### src/rtl/uart_pkg.sv
// rtl/uart_pkg.sv - shared UART constants and arbiter state encoding
package uart_pkg;

    localparam int DEFAULT_DATA_BITS = 8;

    typedef enum logic [1:0] {
        ARB_IDLE      = 2'd0,
        ARB_LAUNCH    = 2'd1,
        ARB_WAIT_BUSY = 2'd2,
        ARB_ACTIVE    = 2'd3
    } arb_state_e;

endpackage

### src/rtl/rr_pick.sv
// rtl/rr_pick.sv - combinational round-robin winner search starting at ptr
module rr_pick #(
    parameter int N = 4,
    localparam int PW = $clog2(N)
) (
    input  logic [N-1:0]  req,
    input  logic [PW-1:0] ptr,
    output logic [PW-1:0] winner,
    output logic          found
);

    logic [2*N-1:0] dbl;
    logic [N-1:0]   rot;
    logic [PW-1:0]  offset;
    logic [PW:0]    sum;

    always_comb begin
        dbl    = {req, req};
        rot    = N'(dbl >> ptr);
        found  = |rot;
        offset = '0;
        // Descending scan so the lowest set bit (closest to ptr) wins.
        for (int i = N - 1; i >= 0; i--) begin
            if (rot[i]) begin
                offset = PW'(i);
            end
        end
        sum = {1'b0, ptr} + {1'b0, offset};
        if (sum >= (PW + 1)'(N)) begin
            sum = sum - (PW + 1)'(N);
        end
        winner = sum[PW-1:0];
    end

endmodule

### src/rtl/uart_tx_arbiter.sv
// rtl/uart_tx_arbiter.sv - round-robin scheduler sharing one uart_tx among NUM_REQ producers
module uart_tx_arbiter
    import uart_pkg::*;
#(
    parameter int NUM_REQ   = 4,
    parameter int DATA_BITS = DEFAULT_DATA_BITS,
    localparam int IW = $clog2(NUM_REQ)
) (
    input  logic                         clk,
    input  logic                         reset_n,
    input  logic [NUM_REQ-1:0]           req_valid,
    input  logic [NUM_REQ*DATA_BITS-1:0] req_data,
    input  logic [NUM_REQ-1:0]           req_lock,
    output logic [NUM_REQ-1:0]           req_ready,
    output logic                         tx_start,
    output logic [DATA_BITS-1:0]         tx_data,
    input  logic                         tx_busy,
    output logic [IW-1:0]                grant_id,
    output logic                         arb_busy
);

    arb_state_e           state_q, state_d;
    logic [IW-1:0]        ptr_q, ptr_d;
    logic [NUM_REQ-1:0]   req_ready_q, req_ready_d;
    logic                 tx_start_q, tx_start_d;
    logic [DATA_BITS-1:0] tx_data_q, tx_data_d;
    logic [IW-1:0]        grant_id_q, grant_id_d;
    logic                 arb_busy_q, arb_busy_d;

    logic [IW-1:0]        win;
    logic                 found;

    rr_pick #(.N(NUM_REQ)) u_pick (
        .req    (req_valid),
        .ptr    (ptr_q),
        .winner (win),
        .found  (found)
    );

    always_comb begin
        state_d     = state_q;
        ptr_d       = ptr_q;
        req_ready_d = '0;
        tx_start_d  = 1'b0;
        tx_data_d   = tx_data_q;
        grant_id_d  = grant_id_q;
        arb_busy_d  = arb_busy_q;
        unique case (state_q)
            ARB_IDLE: begin
                if (found) begin
                    tx_start_d  = 1'b1;
                    tx_data_d   = req_data[int'(win)*DATA_BITS +: DATA_BITS];
                    req_ready_d = {{(NUM_REQ-1){1'b0}}, 1'b1} << win;
                    grant_id_d  = win;
                    arb_busy_d  = 1'b1;
                    // A locked owner keeps the pointer so it wins the next search if still valid.
                    if (req_lock[win]) begin
                        ptr_d = win;
                    end else if (win == IW'(NUM_REQ - 1)) begin
                        ptr_d = '0;
                    end else begin
                        ptr_d = win + 1'b1;
                    end
                    state_d = ARB_LAUNCH;
                end
            end
            ARB_LAUNCH: begin
                state_d = ARB_WAIT_BUSY;
            end
            ARB_WAIT_BUSY: begin
                if (tx_busy) begin
                    state_d = ARB_ACTIVE;
                end
            end
            ARB_ACTIVE: begin
                if (!tx_busy) begin
                    arb_busy_d = 1'b0;
                    state_d    = ARB_IDLE;
                end
            end
            default: begin
                state_d = ARB_IDLE;
            end
        endcase
    end

    always_ff @(posedge clk or negedge reset_n) begin
        if (!reset_n) begin
            state_q     <= ARB_IDLE;
            ptr_q       <= '0;
            req_ready_q <= '0;
            tx_start_q  <= 1'b0;
            tx_data_q   <= '0;
            grant_id_q  <= '0;
            arb_busy_q  <= 1'b0;
        end else begin
            state_q     <= state_d;
            ptr_q       <= ptr_d;
            req_ready_q <= req_ready_d;
            tx_start_q  <= tx_start_d;
            tx_data_q   <= tx_data_d;
            grant_id_q  <= grant_id_d;
            arb_busy_q  <= arb_busy_d;
        end
    end

    assign req_ready = req_ready_q;
    assign tx_start  = tx_start_q;
    assign tx_data   = tx_data_q;
    assign grant_id  = grant_id_q;
    assign arb_busy  = arb_busy_q;

endmodule

### config.mk
export PLATFORM = sky130hd
export DESIGN_NAME = uart_tx_arbiter
export DESIGN_NICKNAME = d
export VERILOG_FILES = /design/src/rtl/uart_pkg.sv /design/src/rtl/rr_pick.sv /design/src/rtl/uart_tx_arbiter.sv
export SDC_FILE = /design/constraint.sdc
export NUM_CORES = 1
export LEC_CHECK = 0
export BUFFER_PORTS_ARGS = -buffer_cell sky130_fd_sc_hd__clkbuf_2
export CAP_MARGIN = 40
export CORE_MARGIN = 2
export CORE_UTILIZATION = 51
export CTS_BUF_LIST = sky130_fd_sc_hd__clkbuf_4 sky130_fd_sc_hd__clkbuf_8 sky130_fd_sc_hd__clkbuf_16
export DETAILED_ROUTE_END_ITERATION = 8
export PLACE_DENSITY = 0.91
export SYNTH_ARGS = -nofsm -noshare
export SYNTH_HDL_FRONTEND = slang
export SYNTH_SLANG_ARGS = --single-unit
### constraint.sdc
create_clock -name clk -period 8.7 [get_ports clk]
set_clock_uncertainty 0.2 [all_clocks]
set_input_delay 0.87 -clock clk [delete_from_list [all_inputs] [get_ports clk]]
set_output_delay 0.87 -clock clk [all_outputs]
set_load 0.05 [all_outputs]
### Word-level counts from Yosys, hierarchy flattened

Cells that the tools add are included.
Widths: inputs -> output; s select.

* add/subtract/negate cells: 3
* $lt $le $gt $ge: 2
* equality and inequality tests: 7
* shifts and indexed selects: 3
* mux-type cells: 20
* reduce and logical (&&, ||, !) cells: 6

Operators with widths (count)
* $shiftx 32x6->8: 1
* $mux 2: 10
* $mux 4: 2
* $pmux 2 s4: 1
* $shr 8x2->4: 1
* $eq 2x2->1 const B: 3
* $ne 2x2->1 const B: 3
* $reduce_and 3->1: 2
* $mux 1: 5
* $reduce_or 4->1: 1
* $shl 1x2->4 const A: 1
* $add 2x2->3: 1
* $ge 3x3->1 const B: 1
* $lt 2x3->1 const B: 1
* $add 2x1->2 const B: 1
* $bmux 1 s2: 1
* $eq 2x1->1 const B: 1
* $logic_not 2->1: 1
* $pmux 1 s2: 1
* $reduce_and 2->1: 1
* $reduce_bool 2->1: 1
* $sub 2x1->2 const B: 1

* bits in registers: 20
* output and inout port bits: 16

### Logic depth before layout (Yosys ltp)

Gate-level depths: netlist of the first run.

* depth after elaboration: 11
* gate-level depth with buffers: 14
* gate-level depth less buffers: 12

### Hierarchy

From an unflattened synthesis of the first run, not the netlist that was laid out.

* cell total of the unflattened synthesis: 107
* area total of the unflattened synthesis: 1337.5 µm²

Modules (own cells, without submodules)
* uart_tx_arbiter: times used 1, cells an instance 84, area an instance 1157.4 µm², seq. area each 500.5 µm²
* rr_pick: times used 1, cells an instance 23, area an instance 180.2 µm², seq. area each 0.0 µm²

### Least setup slack after synthesis of the first run

OpenSTA, ideal clock, no wires.

* path kind: input -> register
* start point: in req_valid[0]
* end point: reg ptr_q[0]
* library setup time: 0.087 ns
* data arrival time: 2.933 ns
* data required time: 8.413 ns
* setup slack: 5.480 ns
* cell stages on the path: 12
* path through: inv_1 o21ai_0 a21oi_1 nor3_1 a21oi_1 ha_1 xnor2_1 xnor2_4 buf_6 ha_1 a2111o_1 o211ai_1

* longest elaborated chain between the ends: 11

Ends and longest elaborated chain
* start, declared: line uart_tx_arbiter.sv:11 `input logic [NUM_REQ-1:0] req_valid,`
* $shr 8x2->4 (*): line rr_pick.sv:19 `rot = N'(dbl >> ptr);`
* $mux 2 (4 in series): line rr_pick.sv:24 `if (rot[i]) begin`
* $add 2x2->3: line rr_pick.sv:28 `sum = {1'b0, ptr} + {1'b0, offset};`
* $ge 3x3->1 or $sub 2x1->2 (tied branches): line rr_pick.sv:29, rr_pick.sv:30
* $mux 2: line rr_pick.sv:29 `if (sum >= (PW + 1)'(N)) begin`
* $add 2x1->2, or another cell as far along: line uart_tx_arbiter.sv:62 `ptr_d = win + 1'b1;`
* $mux 2 or $mux 1 (tied branches): line uart_tx_arbiter.sv:59, uart_tx_arbiter.sv:57
* $mux 2: line uart_tx_arbiter.sv:57 `if (req_lock[win]) begin`
* end signal, assigned: line uart_tx_arbiter.sv:98 `ptr_q <= ptr_d;`
* end, declared: line uart_tx_arbiter.sv:23 `logic [IW-1:0] ptr_q, ptr_d;`

Mark *: on every way between the ends. The rest lies on a longest branch, timed or not. The select of a mux whose other input is x is not followed.
A chain may end at the register's enable or synchronous reset.

### Worst setup path in the final report of the first run

Ends and elaborated chain as after synthesis.

==> impl_metrics.env, run 1 <==
export IMPL_pre_cts_ws_ns=4.855
export IMPL_cts_max_level=1
export IMPL_tritoncts="built"
export IMPL_p_leak_nw=0.9299
export IMPL_finalPower_w=0.0008266
export IMPL_maxSlewViolCount=0
export IMPL_antenna_cells=0
export IMPL_drt_antenna_violating_nets=0
export IMPL_clock_sinks=20
export IMPL_netlist_area_mm2=0.001401
export IMPL_combPwrFrac=0.704
export IMPL_yosysWarnings=0
export IMPL_synth_nets=187
export IMPL_track_usage=0.1857
export IMPL_worstSetupPathType="input port to flip-flop"
export IMPL_row_count=19
export IMPL_holdBufCountCts=0
export IMPL_setup_ws_ns=5.184
export IMPL_post_place_cells=222
export IMPL_postSynthCellCount=138
export IMPL_tightest_slew_ns=0.8063
export IMPL_totalWireLength_mm=2.796
export IMPL_finalNonFillerCells=226
export IMPL_hold_viol=0
export IMPL_drive_gt1_frac=0.4103
export IMPL_clk_path_buf_depth=2
export IMPL_drtPass1Iterations=4
export IMPL_netSwitchingFraction=0.4936
export IMPL_status="complete, no violations"
export IMPL_seq_area_um2=500.5
export IMPL_irDropWorstVdd_mv=0.3005
export IMPL_grt_remaining_overflow=0
export IMPL_path_clk_slew_ns=0.12
export IMPL_final_nets=245
export IMPL_ys_types=35
export IMPL_wl_per_cell_um=12.37
export IMPL_p_seq_frac=0.203
export IMPL_synth_edff_count=0
export IMPL_placed_area_mm2=0.001694
export IMPL_clock_latency_ns=0.31
export IMPL_fin_crit_ns=3.516
export IMPL_grt_max_degree=24
export IMPL_rsz0062_at_grt="false"
export IMPL_post_cts_resized=0
export IMPL_cp_end_kind="flip-flop"
export IMPL_drt_iter0_markers=4
export IMPL_final_setup_tns_ns=0
export IMPL_initial_core_util=0.5217
export IMPL_switchingPower_w=0.0004080
export IMPL_die_w_um=56.42
export IMPL_cts_buffers=3
export IMPL_power_density_mw_per_mm2=473.2
export IMPL_synth_area_per_cell_um2=10.15
export IMPL_antenna_found_initial=0
export IMPL_hpwl_mm=2.266
export IMPL_grt_pass1_wl_mm=4.795
export IMPL_portBuffers=58
export IMPL_fp_dieArea_mm2=0.003183
export IMPL_gp_congestion=0.8869
export IMPL_num_fill_cells=234
export IMPL_vias_per_cell=5.248
export IMPL_ys_ff_latch=20
export IMPL_cts_setup_buffers=0
export IMPL_num_vias=1186
export IMPL_slew_headroom=0.4624
export IMPL_ys_async_sr_fraction=1.000
export IMPL_finalSetupViolCount=0
export IMPL_cts_root_buf="clkbuf_4"
export IMPL_multiInputGateArea_um2=827.0
export IMPL_fin_crit_sh=0.4041
export IMPL_startpoint_type="input port"
export IMPL_p_int_w=0.0004186
export IMPL_areaGrowthSynthToFinish_pct=24.64
export IMPL_drv_cap=0
export IMPL_p_clk_frac=0.093
export IMPL_grt_pass1_vias=1187
export IMPL_ys_seq_area_frac=0.3571
export IMPL_critical_path_required_ns=8.74
export IMPL_coreArea_mm2=0.002686
export IMPL_die_h_um=56.42
export IMPL_drcViolationCount=0
export IMPL_yosys_most_used_dff="dfrtp_1"
export IMPL_crit_fanout=11
export IMPL_pin_count=59
export IMPL_fin_area_mm2=0.001747
export IMPL_crit_arrival_ns=3.55
export IMPL_min_path_type="flip-flop to flip-flop"
export IMPL_fmax_mhz=284.4
## stage by stage
stage | util | hold WS, ns
global placement | 0.6251 | 0.2592
floorplan | - | 0.3101
finish | 0.6502 | 0.2884
global route | 0.6502 | 0.3173
CTS | 0.6502 | 0.2969
detailed placement | 0.6306 | 0.2648
## sequential cells by signal, summed over array words and instances, names as in the netlist
register   cells
arb_busy       1
ptr_q          2
grant_id       2
state_q        2
tx_data        8
tx_start       1
req_ready      4
## layout make-up
class,instances,area share
Tap cell,31,0.02221
Sequential cell,20,0.2865
Timing Repair Buffer,59,0.1748
Clock buffer,3,0.01289
Inverter,6,0.01289
Multi-Input combinational cell,106,0.4735
Clock inverter,1,0.01719
## worst max-delay path, stage by stage
cell,delay (ns)
clkbuf_2,0.16
inv_1,0.08
o21ai_0,0.16
a21oi_1,0.08
nor3_1,0.17
a21oi_1,0.08
ha_1,0.62
buf_8,0.22
mux2i_1,0.27
nand2_1,0.08
mux2_4,0.30
a2111o_1,0.36
o211ai_1,0.09
## path summary, 6_finish.rpt
kind                                    from  slack (ns)         end  depth (start not counted)
min in group asynchronous            reset_n        0.30  state_q[0]                          1
worst min register to register    tx_data[4]        0.29  tx_data[4]                          2
worst max register to register      ptr_q[1]        5.32    ptr_q[0]                         13
worst max-delay path            req_valid[0]        5.18    ptr_q[0]                         13
max in group asynchronous            reset_n        7.66  tx_data[4]                          1
worst min-delay path              tx_data[4]        0.29  tx_data[4]                          2
## cells in the final DEF, fill, tap and decap left out, types with 2 or more instances in the layout
cell type,n
a21oi_1,6
clkbuf_2,58
clkbuf_4,3
dfrtp_1,20
ha_1,6
inv_1,5
mux2_2,6
mux2_4,4
mux2i_1,19
nand2_1,21
nand2b_1,2
nor2_1,9
nor2b_1,2
nor3_1,2
nor4_1,2
o21ai_0,8
o21ai_2,3
o22ai_1,2
## layer usage
layer / vias to the layer above / share of wire / GRT usage
li1: 598 / - / -
met1: 540 / 0.40 / 0.2041
met2: 43 / 0.51 / 0.3439
met3: 5 / 0.077 / 0.06221
met4: 0 / 0.0093 / 0.03741
met5: - / 0 / 0
## Yosys cell counts, types with 2 or more instances
cell,instances,share of area
mux2_4,4,0.043
o21ai_0,8,0.029
nor2_1,9,0.024
dfrtp_1,20,0.36
nor4_1,2,0.0089
buf_4,2,0.011
ha_1,6,0.054
o21ai_2,3,0.019
nand2b_1,2,0.0089
nor3_1,2,0.0071
o22ai_1,2,0.0089
mux2i_1,19,0.14
nor2b_1,2,0.0089
buf_6,2,0.016
nand2_1,21,0.056
mux2_2,6,0.048
a21oi_1,6,0.021
inv_1,5,0.013
## logic make-up (layout without fill, tap and decap cells)
kind of cell,count (synthesis),after routing,synth area share
AOI/OAI and AO/OA,26,26,0.1420
xor gates and xnor gates,3,3,0.03215
adders and majority gates,6,6,0.05357
buffers and inverters,12,69,0.05267
DFF,20,20,0.3571
muxes,29,29,0.2268
and+or+nand+nor,42,42,0.1357
## power groups by stage
stage / clock network (W) / logic [W] / registers (W)
after floorplan: 0 / 0.000378 / 0.000282
after global placement: 0 / 0.000564 / 0.000169
after detailed placement: 0 / 0.000587 / 0.000170
after CTS: 0.0000776 / 0.000588 / 0.000169
after global routing: 0.0000810 / 0.000634 / 0.000174
final: 0.0000765 / 0.000582 / 0.000168
No activity file was read; power rests on OpenSTA's default activity.
==> inputs of run 2 (changes only) <==
--- a/config.mk
+++ b/config.mk
@@ -8,10 +8,10 @@
 export BUFFER_PORTS_ARGS = -buffer_cell sky130_fd_sc_hd__clkbuf_2
 export CAP_MARGIN = 40
 export CORE_MARGIN = 2
-export CORE_UTILIZATION = 51
+export CORE_UTILIZATION = 48
 export CTS_BUF_LIST = sky130_fd_sc_hd__clkbuf_4 sky130_fd_sc_hd__clkbuf_8 sky130_fd_sc_hd__clkbuf_16
 export DETAILED_ROUTE_END_ITERATION = 8
-export PLACE_DENSITY = 0.91
+export PLACE_DENSITY = 0.87
 export SYNTH_ARGS = -nofsm -noshare
 export SYNTH_HDL_FRONTEND = slang
 export SYNTH_SLANG_ARGS = --single-unit
==> constraint.sdc (replaced) <==
create_clock -name clk -period 3.5 [get_ports clk]
set_clock_uncertainty 0.2 [all_clocks]
set_input_delay 0.35 -clock clk [delete_from_list [all_inputs] [get_ports clk]]
set_output_delay 0.35 -clock clk [all_outputs]
set_load 0.05 [all_outputs]
==> impl_metrics.env, run 2 (same netlist as run 1, synthesis figures left out) <==
export IMPL_combPwrFrac=0.732
export IMPL_portBuffers=58
export IMPL_crit_fanout=15
export IMPL_clk_path_buf_depth=2
export IMPL_holdBufCountCts=1
export IMPL_antenna_found_initial=0
export IMPL_post_cts_resized=0
export IMPL_clock_latency_ns=0.29
export IMPL_antenna_cells=0
export IMPL_row_count=19
export IMPL_tightest_slew_ns=0.5311
export IMPL_switchingPower_w=0.001016
export IMPL_p_int_w=0.0009558
export IMPL_final_nets=247
export IMPL_final_cell_mix="clkbuf_2, nand2_1, dfrtp_1"
export IMPL_drtPass1Iterations=4
export IMPL_fmax_mhz=317.2
export IMPL_hpwl_mm=2.336
export IMPL_cts_root_buf="clkbuf_4"
export IMPL_slew_headroom=0.6434
export IMPL_num_fill_cells=234
export IMPL_netSwitchingFraction=0.5153
export IMPL_track_usage=0.1874
export IMPL_path_clk_slew_ns=0.11
export IMPL_fp_dieArea_mm2=0.003367
export IMPL_totalWireLength_mm=2.915
export IMPL_min_path_type="input port to flip-flop"
export IMPL_worstSetupPathType="flip-flop to flip-flop"
export IMPL_startpoint_type="flip-flop"
export IMPL_die_h_um=58.03
export IMPL_coreArea_mm2=0.002758
export IMPL_initial_core_util=0.5082
export IMPL_grt_max_degree=24
export IMPL_grt_pass1_wl_mm=4.823
export IMPL_cp_end_kind="flip-flop"
export IMPL_p_seq_frac=0.214
export IMPL_p_leak_nw=0.9219
export IMPL_fin_crit_sh=0.9007
export IMPL_final_common_cell="clkbuf_2"
export IMPL_drt_antenna_violating_nets=0
export IMPL_grt_pass1_vias=1134
export IMPL_final_setup_tns_ns=0
export IMPL_critical_path_required_ns=3.52
export IMPL_drcViolationCount=0
export IMPL_cts_buffers=3
export IMPL_num_vias=1202
export IMPL_cts_max_level=1
export IMPL_drt_iter0_markers=24
export IMPL_rsz0062_at_grt="false"
export IMPL_tritoncts="built"
export IMPL_finalSetupViolCount=0
export IMPL_areaGrowthSynthToFinish_pct=23.21
export IMPL_largest_register_ffs=8
export IMPL_drv_cap=0
export IMPL_gp_congestion=0.8798
export IMPL_maxSlewViolCount=0
export IMPL_crit_arrival_ns=3.17
export IMPL_fin_crit_ns=3.152
export IMPL_power_density_mw_per_mm2=1142
export IMPL_cts_setup_buffers=0
export IMPL_status="complete, no violations"
export IMPL_p_clk_frac=0.054
export IMPL_irDropWorstVdd_mv=0.7827
export IMPL_die_w_um=58.03
export IMPL_hold_viol=0
export IMPL_vias_per_cell=5.295
export IMPL_clock_sinks=20
export IMPL_final_util=0.6261
export IMPL_grt_remaining_overflow=0
export IMPL_pin_count=59
export IMPL_drive_gt1_frac=0.4082
export IMPL_wl_per_cell_um=12.84
## run 2: changes by cell type in the layout (fill, tap and decap cells not counted), sizes merged
cell,delta
buf,+1
bufinv,-1
dlygate4sd3,+1
## run 2: final timing paths
| check | start | to | slack [ns] | cells past startpoint |
|---|---|---|---|---|
| max | ptr_q[1] | ptr_q[0] | 0.35 | 12 |
| min | tx_busy | state_q[0] | 0.18 | 3 |
| max reg2reg | ptr_q[1] | ptr_q[0] | 0.35 | 12 |
| min reg2reg | grant_id[1] | grant_id[1] | 0.29 | 2 |
| max in group asynchronous | reset_n | state_q[0] | 2.44 | 2 |
| min in group asynchronous | reset_n | arb_busy | 0.33 | 2 |
## run 2: layout make-up
cell class / count / area, um2 / share of cell area
multi-input combinational: 106 / 827.0 / 0.4790
sequential: 20 / 500.5 / 0.2899
timing repair buffer: 61 / 315.3 / 0.1826
tap: 31 / 38.79 / 0.02246
clock buffer: 3 / 22.52 / 0.01304
inverter: 6 / 22.52 / 0.01304
## run 2: worst max-delay path: stages, from the launching register on
cell	delay, ns
dfrtp_1	0.48
inv_1	0.18
nand2_1	0.09
a21oi_1	0.16
nor2_1	0.05
a21oi_1	0.11
a21oi_1	0.10
ha_1	0.23
xnor2_1	0.45
xnor2_4	0.26
ha_1	0.28
a2111o_1	0.39
o211ai_1	0.10
## run 2: per-stage QoR
stage	power [W]	cell area, um2	setup WS, ns	std cells	hold WS [ns]
global route	0.002120	1727	0.09317	227	0.1915
CTS	0.001981	1727	0.3678	227	0.1659
finish	0.001972	1727	0.3476	227	0.1751
global placement	0.001841	1694	0.4718	223	0.1283
floorplan	0.001643	1401	0.5971	138	-0.1456
detailed placement	0.001874	1694	0.3903	223	0.1262
## run 2: power groups by stage
stage | clock [W] | sequential (W) | combinational [W]
2_1_floorplan | 0 | 0.000702 | 0.000941
3_3_place_gp | 0 | 0.000422 | 0.00142
3_5_place_dp | 0 | 0.000427 | 0.00145
4_1_cts | 0.000107 | 0.000424 | 0.00145
5_1_grt | 0.000117 | 0.000436 | 0.00157
6_report | 0.000106 | 0.000423 | 0.00144
## run 2: per-layer routing
layer,part of all wire,up-vias,track usage
li1,-,607,-
met1,0.42,550,0.2227
met2,0.51,43,0.3393
met3,0.071,2,0.03348
met4,0.0055,0,0.06312
met5,0,-,0
